==> config.mk <==
export PLATFORM = sky130hd
export DESIGN_NAME = dcw_link_sequencer
export DESIGN_NICKNAME = d
export VERILOG_FILES = /design/src/rtl/dcw_link_sequencer.sv
export SDC_FILE = /design/constraint.sdc
export NUM_CORES = 1
export LEC_CHECK = 0
export CORE_UTILIZATION = 57
export CTS_CLUSTER_SIZE = 24
export DETAILED_ROUTE_END_ITERATION = 8
export PLACE_DENSITY = 0.93
export SYNTH_ARGS = -nofsm -noshare
export SYNTH_HDL_FRONTEND = slang
export SYNTH_SLANG_ARGS = --single-unit
==> constraint.sdc <==
create_clock -name clock -period 6.75 [get_ports clock]
set_input_delay 1.35 -clock clock [delete_from_list [all_inputs] [get_ports clock]]
set_output_delay 1.35 -clock clock [all_outputs]
set_load 0.01 [all_outputs]
==> src/rtl/dcw_link_sequencer.sv <==
// Bring-up sequencer for the data channel wrapper: reset, run at the primary width,
// optionally switch to the secondary width, and report done/error with a cause code.
module dcw_link_sequencer #(
  parameter int RST_CYCLES   = 16,
  parameter int LOCK_TIMEOUT = 1024,
  parameter int TW           = 11
) (
  input  logic       clock,
  input  logic       reset_n,
  input  logic       start,
  input  logic       abort,
  input  logic [2:0] width_a,
  input  logic [2:0] width_b,
  input  logic       switch_en,
  input  logic       chan_ready,
  output logic [2:0] ctrl_sig,
  output logic [2:0] val,
  output logic [2:0] val1,
  output logic       busy,
  output logic       done,
  output logic       error,
  output logic [1:0] err_code
);

  typedef enum logic [2:0] {
    S_IDLE,
    S_RESET,
    S_RUN_A,
    S_RUN_B,
    S_DONE,
    S_ERR
  } state_t;

  localparam logic [TW-1:0] RST_LAST  = TW'(RST_CYCLES - 1);
  localparam logic [TW-1:0] LOCK_LAST = TW'(LOCK_TIMEOUT - 1);

  localparam logic [1:0] ERR_WIDTH   = 2'b01;
  localparam logic [1:0] ERR_TIMEOUT = 2'b10;
  localparam logic [1:0] ERR_ABORT   = 2'b11;

  state_t        state, state_d;
  logic [TW-1:0] timer, timer_d, timer_inc;
  logic          sw, sw_d;
  logic [2:0]    ctrl_d, val_d, val1_d;
  logic          busy_d, done_d, error_d;
  logic [1:0]    err_code_d;
  logic          go_err, go_done, illegal;
  logic [1:0]    err_cause;

  always_ff @(posedge clock or negedge reset_n) begin
    if (!reset_n) begin
      state    <= S_IDLE;
      timer    <= '0;
      sw       <= 1'b0;
      ctrl_sig <= 3'd0;
      val      <= 3'd0;
      val1     <= 3'd0;
      busy     <= 1'b0;
      done     <= 1'b0;
      error    <= 1'b0;
      err_code <= 2'b00;
    end else begin
      state    <= state_d;
      timer    <= timer_d;
      sw       <= sw_d;
      ctrl_sig <= ctrl_d;
      val      <= val_d;
      val1     <= val1_d;
      busy     <= busy_d;
      done     <= done_d;
      error    <= error_d;
      err_code <= err_code_d;
    end
  end

  always_comb begin
    state_d    = state;
    timer_d    = timer;
    sw_d       = sw;
    ctrl_d     = ctrl_sig;
    val_d      = val;
    val1_d     = val1;
    busy_d     = busy;
    done_d     = done;
    error_d    = error;
    err_code_d = err_code;
    go_err     = 1'b0;
    go_done    = 1'b0;
    err_cause  = 2'b00;
    // Saturating increment so a stalled timer can never wrap back into range.
    timer_inc  = (timer == '1) ? timer : timer + 1'b1;
    illegal    = (width_a == 3'd0) || (switch_en && (width_b == 3'd0));

    case (state)
      S_IDLE, S_DONE, S_ERR: begin
        if (start) begin
          if (illegal) begin
            go_err    = 1'b1;
            err_cause = ERR_WIDTH;
          end else begin
            state_d    = S_RESET;
            timer_d    = '0;
            sw_d       = switch_en;
            val_d      = width_a;
            val1_d     = width_b;
            ctrl_d     = 3'd1;
            busy_d     = 1'b1;
            done_d     = 1'b0;
            error_d    = 1'b0;
            err_code_d = 2'b00;
          end
        end
      end
      S_RESET: begin
        if (abort) begin
          go_err    = 1'b1;
          err_cause = ERR_ABORT;
        end else if (timer == RST_LAST) begin
          state_d = S_RUN_A;
          timer_d = '0;
          ctrl_d  = 3'd2;
        end else begin
          timer_d = timer_inc;
        end
      end
      S_RUN_A: begin
        if (abort) begin
          go_err    = 1'b1;
          err_cause = ERR_ABORT;
        end else if (chan_ready) begin
          if (sw) begin
            state_d = S_RUN_B;
            timer_d = '0;
            ctrl_d  = 3'd3;
          end else begin
            go_done = 1'b1;
          end
        end else if (timer == LOCK_LAST) begin
          go_err    = 1'b1;
          err_cause = ERR_TIMEOUT;
        end else begin
          timer_d = timer_inc;
        end
      end
      S_RUN_B: begin
        // Ready is not trusted in the first cycle after the width change.
        if (abort) begin
          go_err    = 1'b1;
          err_cause = ERR_ABORT;
        end else if (chan_ready && (timer != '0)) begin
          go_done = 1'b1;
        end else if (timer == LOCK_LAST) begin
          go_err    = 1'b1;
          err_cause = ERR_TIMEOUT;
        end else begin
          timer_d = timer_inc;
        end
      end
      default: begin
        state_d = S_IDLE;
        ctrl_d  = 3'd0;
        busy_d  = 1'b0;
      end
    endcase

    if (go_done) begin
      state_d = S_DONE;
      busy_d  = 1'b0;
      done_d  = 1'b1;
    end
    // Error keeps the channel held in reset until the next accepted start.
    if (go_err) begin
      state_d    = S_ERR;
      ctrl_d     = 3'd1;
      busy_d     = 1'b0;
      done_d     = 1'b0;
      error_d    = 1'b1;
      err_code_d = err_cause;
    end
  end

endmodule

# [After elaboration in Yosys (flattened, before gate mapping)]
# Index checks and enable logic that the tools add are counted.
[op_classes] n_reduce_logical=21 bitwise_logic=1 n_mux=62 n_addsub=1 n_eq_ne=34
[op_table] op="$mux 11" count=11
[op_table] op="$pmux 11 s4" count=1
[op_table] op="$mux 3" count=10
[op_table] op="$ne 3x3->1 const B" count=10
[op_table] op="$ne 4x4->1 const B" count=7
[op_table] op="$mux 1" count=25
[op_table] op="$reduce_and 8->1" count=3
[op_table] op="$mux 2" count=10
[op_table] op="$ne 2x2->1 const B" count=8
[op_table] op="$pmux 3 s4" count=1
[op_table] op="$reduce_and 3->1" count=4
[op_table] op="$add 11x1->11 const B" count=1
[op_table] op="$eq 11x10->1 const B" count=1
[op_table] op="$eq 11x11->1 const B" count=1
[op_table] op="$eq 11x4->1 const B" count=1
[op_table] op="$reduce_bool 11->1" count=1
[op_table] op="$logic_not 3->1" count=3
[op_table] op="$pmux 2 s4" count=1
[op_table] op="$eq 3x2->1 const B" count=2
[op_table] op="$eq 3x3->1 const B" count=2
[op_table] op="$reduce_bool 3->1" count=2
[op_table] op="$reduce_or 3->1" count=2
[op_table] op="$pmux 1 s2" count=2
[op_table] op="$pmux 1 s4" count=1
[op_table] op="other kinds (7)" count=9
[word_totals] regBits=29 output_inout_bits=14 in_bits=12 wordCells=129

# [Depth between registers and ports, before layout]
[depth] word_depth=8 mapped_depth=7 mapped_depth_nobuf=7

# [Worst setup path after synthesis]
# No wires, ideal clock.
[synth_timing] path_kind="input to register" startpoint="in width_b[1]" endpoint="reg ctrl_sig[0]" arrival_ps=2981 path_stages=4 required_time_ps=6619 path_buffers=0 setup_ps=131 path_slack_ps=3638 cell_sequence="or4b_2 > a311oi_1 > a2111oi_0 > or3_1"
[synth_between] elab_chain_cells=8 word_cells_on_any_way=16 classes_between="eq/ne (8); mux (4); reduce/logical (4)"
[synth_rtl] element="start, declared" line="13" rtl="input logic [2:0] width_b,"
[synth_rtl] element="$logic_not 3->1 (*)" line="92" rtl="illegal = (width_a == 3'd0) || (switch_en && (width_b == 3'd0));"
[synth_rtl] element="$logic_and 1x1->1 (*)" line="92"
[synth_rtl] element="$logic_or 1x1->1 (*)" line="92"
[synth_rtl] element="$mux 1" line="97" rtl="if (illegal) begin"
[synth_rtl] element="$mux 1" line="96" rtl="if (start) begin"
[synth_rtl] element="$pmux 1 s4" line="94" rtl="case (state)"
[synth_rtl] element="$ne 3x3->1 (no line) or $ne 2x2->1 (tied branches)"
[synth_rtl] element="$reduce_and 8->1 (no line)"
[synth_rtl] element="end signal, assigned" line="66" rtl="ctrl_sig <= ctrl_d;"
[synth_rtl] element="end, declared" line="16" rtl="output logic [2:0] ctrl_sig,"
# Mark *: on every way between the ends. The rest lies on a longest branch, timed or not.
# A chain may end at the register's enable or synchronous reset.

# [Final worst setup path]
# Same ends and word-level chain as after synthesis.

==> impl_results.rst <==
.. list-table::
   :header-rows: 1

   * - Metric
     - Value
   * - Crit share post-route
     - 50.48%
   * - Post-synth ARST share
     - 100.0%
   * - X dimension of the die
     - 55.83 µm
   * - Die Span Y
     - 55.83 µm
   * - Normalized max-slew margin
     - 47.81%
   * - Post-synthesis xor/xnor area fraction
     - 0.5303%
   * - Number of distinct library cell variants in the gate-level netlist after synthesis
     - 47
   * - RSZ-0062 raised after global routing
     - no
   * - Combinational family with the most area after synthesis
     - compound AO/OA/AOI/OAI gates
   * - R2r endpoint
     - state[0]$_DFFE_PN0P_
   * - Setup violators final
     - 0
   * - Sequential area share after synthesis
     - 42.42%
   * - Clock latency at the later pin of the worst-skew pair
     - 0.33 ns
   * - Cell with the most instances after synthesis
     - dfrtp_1
   * - DRC violation count after routing
     - 0
   * - Maximum number of pins on one net before global-route repair
     - 29
   * - Routed length per placed instance
     - 17.79 µm
   * - Area of the die
     - 0.003117 mm²
   * - Worst Hold Class
     - flip-flop to flip-flop
   * - Number of CTS-inserted buffers
     - 3
   * - Global-route wire length before repair
     - 6.844 mm
   * - Achievable clock frequency
     - 0.2935 GHz
   * - Final net count
     - 215
   * - P per Cell Area
     - 379.0 mW/mm²
   * - Largest fanout of any net on the critical path
     - 4
   * - Reg2reg setup slack
     - 4.35 ns
   * - CTS Root Buffer Type
     - clkbuf_4
   * - Final critical-path required period
     - 3.408 ns
   * - Initial antenna violation count
     - 0
   * - Per-cell via count in the routed design
     - 6.843
   * - Area share of fa/ha/maj cells after synthesis
     - 1.515%
   * - Weighted congestion at the end of routability-driven global placement
     - 0.9802
   * - Share of final-layout standard cells stronger than drive strength 1
     - 12.06%
   * - Area added between synthesis and finish
     - 17.20%
   * - Worst Setup Path Type
     - primary input to flip-flop
   * - Clock tree from TritonCTS
     - built
   * - Avg Cell Area, Syn
     - 9.384 µm²
   * - Synth top area share
     - 42.42%
   * - Placed wire-length estimate
     - 3.082 mm
   * - Wire length after detailed routing
     - 4.092 mm
   * - CP required
     - 6.98 ns
   * - Clock Pin Slew Worst Setup and Hold Paths
     - 0.15 ns
   * - I/O Buffers
     - 24
   * - Synthesized-area fraction occupied by ao, oa, aoi and oai cells
     - 24.55%
   * - Cell depth of the worst min-delay path
     - 2
   * - CORE AREA
     - 0.002758 mm²
   * - Top_reg_cell synth
     - dfrtp_1
   * - Number of instances in the synthesized netlist
     - 176
   * - Hold Path End
     - error$_DFFE_PN0P_
   * - Commonest cells in the synthesized netlist
     - 28 x dfrtp_1, 13 x nand2_1, 10 x nor2_1, 9 x a21oi_1, 9 x inv_1
   * - Count of pins over their slew limit
     - 0
   * - Final standard cell area without fillers
     - 0.001936 mm²
   * - Total via count in the routed design
     - 1574
   * - Reg-to-reg startpoint
     - timer[1]$_DFFE_PN0P_
   * - Setup tns final
     - 0 ns
   * - Area share of and/or/nand/nor cells after synthesis
     - 20.53%
   * - Overall power after layout
     - 0.7336 mW
   * - H-tree depth reported by CTS
     - 1
   * - Placed Instance Area
     - 0.001913 mm²
   * - Remaining antenna violation count after routing
     - 0
   * - Hold Path Origin
     - error$_DFFE_PN0P_
   * - Most area-hungry cell type in the Yosys netlist
     - dfrtp_1
   * - Worst R2R Path Depth
     - 7
   * - Final hold violation count
     - 0
   * - Fraction of synthesized area in multiplexers
     - 6.667%
   * - Starting density of the core
     - 59.89%
   * - Run status
     - completed
   * - Total number of placement rows
     - 19
   * - Biggest area contributors in the synthesized netlist
     - dfrtp_1 42%, mux2_2 5.5%, o31ai_1 3.6%
   * - Max VDD drop
     - 283.0 µV
   * - # resized after CTS
     - 0
   * - Arrival time at the worst endpoint
     - 3.64 ns
   * - Number of I/O pins
     - 26
   * - Clk_skew
     - 0.004262 ns
   * - Total nets after synthesis
     - 190
   * - Remaining global-route overflow
     - 0
   * - Count of hold buffers inserted by post-cts repair
     - 0
   * - Vias in the first global route
     - 1490
   * - Count of yosys warnings during synthesis
     - 0
   * - Clock buffer depth
     - 2
   * - Kind of end point of the critical path
     - flip-flop
   * - Synthesized area
     - 0.001652 mm²
   * - Global Route Usage Sum
     - 27.64%
   * - Number of detailed-route iterations in the first pass
     - 5
   * - Detailed Route Iter0 Violations
     - 111
   * - Slew at the pin closest to its max-slew limit
     - 0.7782 ns
   * - Post-CTS Repair Setup Buffers
     - 0
   * - Reported max-cap violation count
     - 0
   * - Pleak
     - 0.7790 nW
   * - Post-synth EDFFs
     - 0
   * - Flop and latch count out of synthesis
     - 28
   * - Clock net sink count
     - 28
   * - Number of diodes
     - 0
   * - Kind of start point of the critical path
     - primary input
report_power, final:
group | leakage [nW] | total [mW] | switching (mW) | internal (mW)
clock network | 0.0138 | 0.0703 | 0.0493 | 0.0210
registers | 0.355 | 0.267 | 0.0476 | 0.220
logic | 0.410 | 0.396 | 0.206 | 0.190
final cells by class:
class,instances,area [µm²]
multi-input cells,134,892.1
inverters,9,33.78
repair buffers,25,247.7
well taps,31,38.79
clock buffers,3,22.52
fillers,198,822.0
flip-flops and latches,28,700.7
state kept, by name, summed over array words and instances, names as in the netlist:
| signal | count |
|---|---|
| ctrl_sig | 2 |
| state | 3 |
| done | 1 |
| timer | 11 |
| sw | 1 |
| error | 1 |
| val | 3 |
| busy | 1 |
| err_code | 2 |
| val1 | 3 |
how the worst max path moves through the flow:
stage / start / end / slack, ns / cells past startpoint
2_1_floorplan: width_b[1] / ctrl_sig[0]$_DFFE_PN0P_ / 3.64 / 4
3_3_place_gp: width_b[1] / ctrl_sig[0]$_DFFE_PN0P_ / 3.10 / 5
3_5_place_dp: width_b[1] / ctrl_sig[0]$_DFFE_PN0P_ / 3.01 / 5
4_1_cts: width_b[1] / ctrl_sig[0]$_DFFE_PN0P_ / 3.36 / 5
5_1_grt: width_b[1] / ctrl_sig[0]$_DFFE_PN0P_ / 3.20 / 5
6_report: width_b[1] / ctrl_sig[0]$_DFFE_PN0P_ / 3.34 / 5
stage by stage:
| stage | setup WS [ns] | hold WS (ns) | cells | utilization, % |
|---|---|---|---|---|
| finish | 3.342 | 0.5158 | 230 | 70.19 |
| global route | 3.199 | 0.5546 | 230 | 70.19 |
| detailed placement | 3.011 | 0.4958 | 227 | 69.37 |
| floorplan | 3.638 | 0.4947 | 176 | - |
| CTS | 3.363 | 0.5288 | 230 | 70.19 |
| global placement | 3.104 | 0.4608 | 227 | 69.37 |
cell families after synthesis:
kind of cell / after synthesis
adders and majority gates: 2
buffers and inverters: 14
other: 1
xor gates and xnor gates: 1
and+or+nand+nor: 64
muxes: 10
DFF: 28
AOI/OAI and AO/OA: 56
cell usage in the layout (no fill, tap or decap), types with 6 or more instances in the layout:
master / Yosys / routed
nand3_1: 8 / 8
dfrtp_1: 28 / 28
nor2_1: 10 / 10
mux2_2: 8 / 8
clkdlybuf4s50_1: 0 / 24
inv_1: 9 / 9
o31ai_1: 8 / 8
o22ai_1: 6 / 6
a21oi_1: 9 / 9
nand2_1: 13 / 13
nor3_1: 8 / 8
layer usage:
metal / up-vias / GRT usage, % / routed length [µm] / part of all wire (%)
met5: - / 0 / 0 / 0
met1: 748 / 36.24 / 1637 / 40
li1: 720 / - / - / -
met2: 81 / 45.78 / 2059 / 50
met3: 25 / 4.651 / 264 / 6.5
met4: 0 / 11.15 / 130 / 3.2
worst max-delay path: stages:
cell             delay [ns]
clkdlybuf4s50_1        0.42
or4b_2                 0.71
a311oi_1               0.59
a2111oi_0              0.19
or3_1                  0.38
Power figures use the tool's default switching activity.
